[config.mk]
export PLATFORM = sky130hd
export DESIGN_NAME = spongent_pad_feeder_flat
export DESIGN_NICKNAME = d
export VERILOG_FILES = /design/src/rtl/spongent_pad_feeder_pkg.sv /design/src/rtl/spongent_pad_feeder_if.sv /design/src/rtl/spongent_pad_feeder.sv /design/src/flat_wrapper.sv
export SDC_FILE = /design/constraint.sdc
export NUM_CORES = 1
export LEC_CHECK = 0
export CORE_AREA = 2 2 90 92
export DETAILED_ROUTE_END_ITERATION = 12
export DIE_AREA = 0 0 92 94
export PLACE_DENSITY = 0.75
export SLEW_MARGIN = 20
export SYNTH_ARGS = -nofsm -noshare
export SYNTH_HDL_FRONTEND = slang
export SYNTH_SLANG_ARGS = --single-unit
[constraint.sdc]
create_clock -name clk -period 1.7 [get_ports clk]
set_clock_uncertainty 0.2 [all_clocks]
set_input_delay 0.34 -clock clk [delete_from_list [all_inputs] [get_ports clk]]
set_output_delay 0.34 -clock clk [all_outputs]
set_load 0.01 [all_outputs]
[src/rtl/spongent_pad_feeder_pkg.sv]
// Shared SPONGENT constants, feeder state type and block-count helper.
package spongent_pkg;

    // SPONGENT-88/80/8 geometry: rate r, capacity c, state width N = r + c.
    localparam int unsigned SPONGENT_R = 8;
    localparam int unsigned SPONGENT_C = 80;
    localparam int unsigned SPONGENT_N = SPONGENT_R + SPONGENT_C;

    typedef enum logic [1:0] {
        IDLE = 2'd0,
        SEND = 2'd1,
        DONE = 2'd2
    } state_e;

    // Number of rate blocks after padding; padding always adds at least one bit.
    function automatic int unsigned nb_blocks(input int unsigned msg_w, input int unsigned r_w);
        return msg_w / r_w + 1;
    endfunction

endpackage

[src/rtl/spongent_pad_feeder_if.sv]
// Block stream from the pad feeder to the sponge absorb phase.
interface spongent_pad_feeder_if #(
    parameter int unsigned R_WIDTH = 8
);
    logic [R_WIDTH-1:0] block_o;
    logic               block_valid_o;
    logic               block_ready_i;
    logic               last_o;

    modport master (
        output block_o,
        output block_valid_o,
        output last_o,
        input  block_ready_i
    );

    modport slave (
        input  block_o,
        input  block_valid_o,
        input  last_o,
        output block_ready_i
    );
endinterface

[src/rtl/spongent_pad_feeder.sv]
// Captures a message, applies SPONGENT 10* padding and streams rate-sized blocks.
// Optional abort input enabled by defining SPONGENT_FEEDER_ABORT_EN.
module spongent_pad_feeder
    import spongent_pkg::*;
#(
    parameter int unsigned MSG_WIDTH = 64,
    parameter int unsigned R_WIDTH   = 8
) (
    input  logic                    clk,
    input  logic                    rst,
    input  logic                    start_i,
    input  logic [MSG_WIDTH-1:0]    msg_i,
`ifdef SPONGENT_FEEDER_ABORT_EN
    input  logic                    abort_i,
`endif
    spongent_pad_feeder_if.master   blk,
    output logic                    busy_o,
    output logic                    done_o
);

    localparam int unsigned NB    = nb_blocks(MSG_WIDTH, R_WIDTH);
    localparam int unsigned PAD_W = NB * R_WIDTH;
    localparam int unsigned ZW    = PAD_W - MSG_WIDTH - 1;
    localparam int unsigned CNT_W = $clog2(NB + 1);
    localparam logic [CNT_W-1:0] LAST_CNT = CNT_W'(NB - 1);

    state_e             state_q, state_d;
    logic [PAD_W-1:0]   sr_q, sr_d;
    logic [CNT_W-1:0]   cnt_q, cnt_d;
    logic [PAD_W-1:0]   pad_load;

    // {msg, 1, zeros} left-aligned in the shift register.
    assign pad_load = PAD_W'({msg_i, 1'b1}) << ZW;

    // State and datapath registers.
    always_ff @(posedge clk or negedge rst) begin
        if (!rst) begin
            state_q <= IDLE;
            sr_q    <= '0;
            cnt_q   <= '0;
        end else begin
            state_q <= state_d;
            sr_q    <= sr_d;
            cnt_q   <= cnt_d;
        end
    end

    // Next-state and datapath update.
    always_comb begin
        state_d = state_q;
        sr_d    = sr_q;
        cnt_d   = cnt_q;
        case (state_q)
            IDLE: begin
                if (start_i) begin
                    state_d = SEND;
                    sr_d    = pad_load;
                    cnt_d   = '0;
                end
            end
            SEND: begin
                if (blk.block_ready_i) begin
                    sr_d  = sr_q << R_WIDTH;
                    cnt_d = cnt_q + CNT_W'(1);
                    if (cnt_q == LAST_CNT) begin
                        state_d = DONE;
                    end
                end
            end
            DONE: begin
                state_d = IDLE;
            end
            default: begin
                state_d = IDLE;
            end
        endcase
`ifdef SPONGENT_FEEDER_ABORT_EN
        // Abort overrides any handshake in the same cycle.
        if (abort_i && (state_q != IDLE)) begin
            state_d = IDLE;
            sr_d    = '0;
            cnt_d   = '0;
        end
`endif
    end

    // Outputs decoded from registered state only; no path from block_ready_i.
    assign blk.block_o       = sr_q[PAD_W-1 -: R_WIDTH];
    assign blk.block_valid_o = (state_q == SEND);
    assign blk.last_o        = (state_q == SEND) && (cnt_q == LAST_CNT);
    assign busy_o            = (state_q != IDLE);
    assign done_o            = (state_q == DONE);

endmodule

[src/flat_wrapper.sv]
// flat-port wrapper written by rule: the top's interface ports become plain ports
module spongent_pad_feeder_flat import spongent_pkg::*;
#(
    parameter int unsigned MSG_WIDTH = 64,
    parameter int unsigned R_WIDTH   = 8
)
  (clk, rst, start_i, msg_i, busy_o, done_o, blk_block_o, blk_block_valid_o, blk_last_o, blk_block_ready_i);
  spongent_pad_feeder_if #(.R_WIDTH(R_WIDTH)) blk_i ();
  input  logic clk;
  input  logic rst;
  input  logic start_i;
  input  logic [MSG_WIDTH-1:0] msg_i;
  output logic busy_o;
  output logic done_o;
  output wire logic [$bits(blk_i.block_o)-1:0] blk_block_o;
  output wire logic [$bits(blk_i.block_valid_o)-1:0] blk_block_valid_o;
  output wire logic [$bits(blk_i.last_o)-1:0] blk_last_o;
  input wire logic [$bits(blk_i.block_ready_i)-1:0] blk_block_ready_i;
  assign blk_block_o = blk_i.block_o;
  assign blk_block_valid_o = blk_i.block_valid_o;
  assign blk_last_o = blk_i.last_o;
  assign blk_i.block_ready_i = blk_block_ready_i;
  spongent_pad_feeder #(.MSG_WIDTH(MSG_WIDTH), .R_WIDTH(R_WIDTH)) u_core (.clk(clk), .rst(rst), .start_i(start_i), .msg_i(msg_i), .blk(blk_i), .busy_o(busy_o), .done_o(done_o));
endmodule
==> impl_metrics.yaml <==
run_status:
  status: "complete, but fails checks"
  violations: "negative setup slack"
yosys:
  ys_ff_latch: 71
  synth-simple-area-share_pct: 12.10
  synthXorXnorAreaFrac_pct: 0.2583
  synth.distinct_cells: 26
  postSynthCellCount: 314
  seq_area_frac_synth_pct: 52.40
  synth_top_family_by_area: "multiplexers"
  synth_area_um2: 3391
  yosysWarnings: 0
  synth_fa_ha_area_share_pct: 0.7380
  synth_area_per_cell_um2: 10.80
  syn_nets: 384
  synth-compound-area-share_pct: 11.11
  synth.area.mux_share_pct: 16.83
die:
  start_util_pct: 44.57
  ios: 80
  dieArea_um2: 8648
  die_w_um: 92
  die_h_um: 94
  num_rows: 32
  core-area_um2: 7607
setup_path:
  regToRegSetupSlack_ps: -110
  worstPathArrival_ps: 1330
  cp_slowest_cell: "dfrtp_1"
  critPathBufInv: 2
  crit_fanout: 2
  end_kind: "primary output"
  crit_chain: "inv_1 -> ha_1 -> and4b_1 -> buf_2"
  worstSetupPathType: "reg -> out"
  max_stage_delay_ps: 390
  critPathLaunchType: "register"
  crit_required_ps: 1160
  crit_family: "flip-flops"
timing:
  maxSlewHeadroom_pct: 70.70
  tightest_slew_ps: 438.5
  clock.fmax_ghz: 0.5339
  final_hold_viol_count: 0
  slew_viol_final: 0
  rsz0062_at_grt: "true"
  fin_crit_sh_pct: 110.2
  period_minus_slack_ps: 1873
  worst_slack_ps: -172.9
  setup_viol_count_final: 64
global_routing:
  grt_pass1_wl_um: 16250
  grt_pass1_vias: 3068
  grtUsageTotal_pct: 24.89
  grt_max_degree: 72
  antenna_found_initial: 0
  grt_overflow: 0
place:
  dp.cells: 477
  io_buffer_count: 79
  finalWeightedCongestion: 0.7814
  dp_hpwl_um: 4892
detailed_routing:
  via_count: 3005
  drc: 0
  viasPerCell: 5.735
  drt_iter0_drc: 182
  wl_um: 11240
  wl_per_cell_um: 21.46
  dr.pass1.iters: 4
  final_antenna_net_count: 0
power_and_ir_drop:
  p_leak_uw: 0.002613
  intPower_uw: 5232
  power.share.switching_pct: 37.36
  pwr-share-clk_pct: 18.3
  seq_power_share_pct: 33.5
  combPwrFrac_pct: 48.2
  finalPower_uw: 8351
  irDropWorstVdd_uv: 585.8
  power_density_nw_per_um2: 1514
  switchingPower_uw: 3120
cts:
  cts_tree: "built"
  clk_path_buf_depth: 2
  cts_sinks: 71
  clkSlewWorstSetupHoldPaths_ps: 80
  cts-root-buf: "clkbuf_8"
  clk_latency_ps: 360
  htreeDepth: 3
  cts_made_buffers: 9
layout:
  finalNonFillerCells: 524
  drive_gt1_share_pct: 34.83
  area_delta_synth_final_pct: 62.66
  nets: 487
  antenna_cells: 0
hold_path:
  hold_path.class: "reg -> reg"
flow_run:
  max_cap_violations: 0
## cells in the final DEF, fill, tap and decap left out, types with 3 or more instances in the layout
cell             Yosys  final
dfrtp_1             71     71
mux2i_1             57     56
nand2_4              0      3
buf_16               0      8
o21ai_2              0     13
buf_4               15     12
clkdlybuf4s50_1      0     66
nand3_1             60      6
buf_6                2     15
clkbuf_16            0      4
clkbuf_8             0      9
nand3_2              0     48
o21ai_1             59     46
dlygate4sd2_1        0      8
nand3_4              0      6
a22o_1               7      7
buf_12               0     11
## registers in the layout, indices dropped and copies added, names as in the netlist
| name | count |
|---|---|
| u_core.state_q | 2 |
| u_core.cnt_q | 4 |
| u_core.sr_q | 65 |
## cell usage after synthesis
library cell  number  area share [%]
and2_1             1            0.18
dfrtp_1           71              52
nand4b_1           2            0.52
a21oi_1            1            0.15
nand3b_1           1            0.22
buf_1              5            0.55
nand2_1            5            0.55
mux2i_1           57              17
or2_2              1            0.18
o31ai_1            1            0.22
a22o_1             7             1.8
o211ai_1           1            0.22
o21ai_1           59             8.7
ha_1               2            0.74
nor3b_4            1            0.55
clkbuf_1           7            0.78
or3b_1             1            0.26
buf_2              7             1.0
and4b_1            1            0.30
inv_1              2            0.22
buf_4             15             3.3
xor2_1             1            0.26
nor2_1             1            0.11
nor2b_1            2            0.37
nand3_1           60             8.9
buf_6              2            0.66
## metrics by stage
stage / TNS [ps] / utilization [%] / setup slack (ps) / hold WS (ps) / cell area [um^2]
finish: -4821 / 72.50 / -172.9 / 306.9 / 5515
detailed placement: -21770 / 56.63 / -372.4 / 183.1 / 4308
floorplan: 0 / - / 72.41 / -155.6 / 3391
global route: -8837 / 72.50 / -231.1 / 326.2 / 5515
global placement: -20540 / 56.63 / -345.6 / 180.2 / 4308
CTS: -3769 / 69.26 / -149.5 / 306.9 / 5269
## final cells by class
type	instances	area (um^2)
fill	504	2092
multi-input combinational	205	1818
sequential	71	1777
timing repair buffer	128	1565
tap	102	127.6
clock buffer	9	123.9
clock inverter	7	96.34
inverter	2	7.507
## metal layers
layer / wire length (um) / global-route usage, %
met1: 4574 / 30.07
met2: 5656 / 42.16
met3: 692 / 5.859
met4: 320 / 11.82
met5: 0 / 0
## power groups by stage
stage / Combinational [uW] / Sequential, uW / Clock (uW)
floorplan: 1930 / 2600 / 0
global placement: 2630 / 2640 / 0
detailed placement: 2700 / 2670 / 0
CTS: 3510 / 2710 / 1520
global route: 4290 / 2850 / 1630
finish: 4030 / 2790 / 1530
## what timing repair did
| item | CTS | global route |
|---|---|---|
| resized for setup | 103 | 50 |
| pin swaps | 53 | 5 |
| hold buffers | 1 | 0 |
| cloned | 12 | 6 |
| setup endpoints to repair | 79 | 73 |
| setup buffers | 11 | 7 |
| endpoints found under the hold margin | 71 | 0 |
## cell families after synthesis
| family | count (synthesis) |
|---|---|
| simple gates | 76 |
| flops | 71 |
| compound gates | 69 |
| mux | 57 |
| buf+inv | 38 |
| fa+ha+maj | 2 |
| xor+xnor | 1 |
## path summary, 6_finish.rpt
path,start,to,cells after the start
max in group asynchronous,rst,u_core.sr_q[27]$_DFFE_PN0P_,3
min in group asynchronous,rst,u_core.sr_q[67]$_DFFE_PN0P_,3
worst max register to register,u_core.state_q[1]$_DFFE_PN0P_,u_core.sr_q[38]$_DFFE_PN0P_,6
worst min register to register,u_core.sr_q[10]$_DFFE_PN0P_,u_core.sr_q[10]$_DFFE_PN0P_,1
worst min-delay path,u_core.sr_q[10]$_DFFE_PN0P_,u_core.sr_q[10]$_DFFE_PN0P_,1
worst max-delay path,u_core.cnt_q[0]$_DFFE_PN0P_,blk_last_o,4
## worst register-to-register path, delay by kind of cell, from the launching register on
kind	cells	cell delay [ps]
and+or+nand+nor	2	540
AOI/OAI and AO/OA	1	50
DFF	1	430
buffers and inverters	3	490
Power figures use the tool's default switching activity.
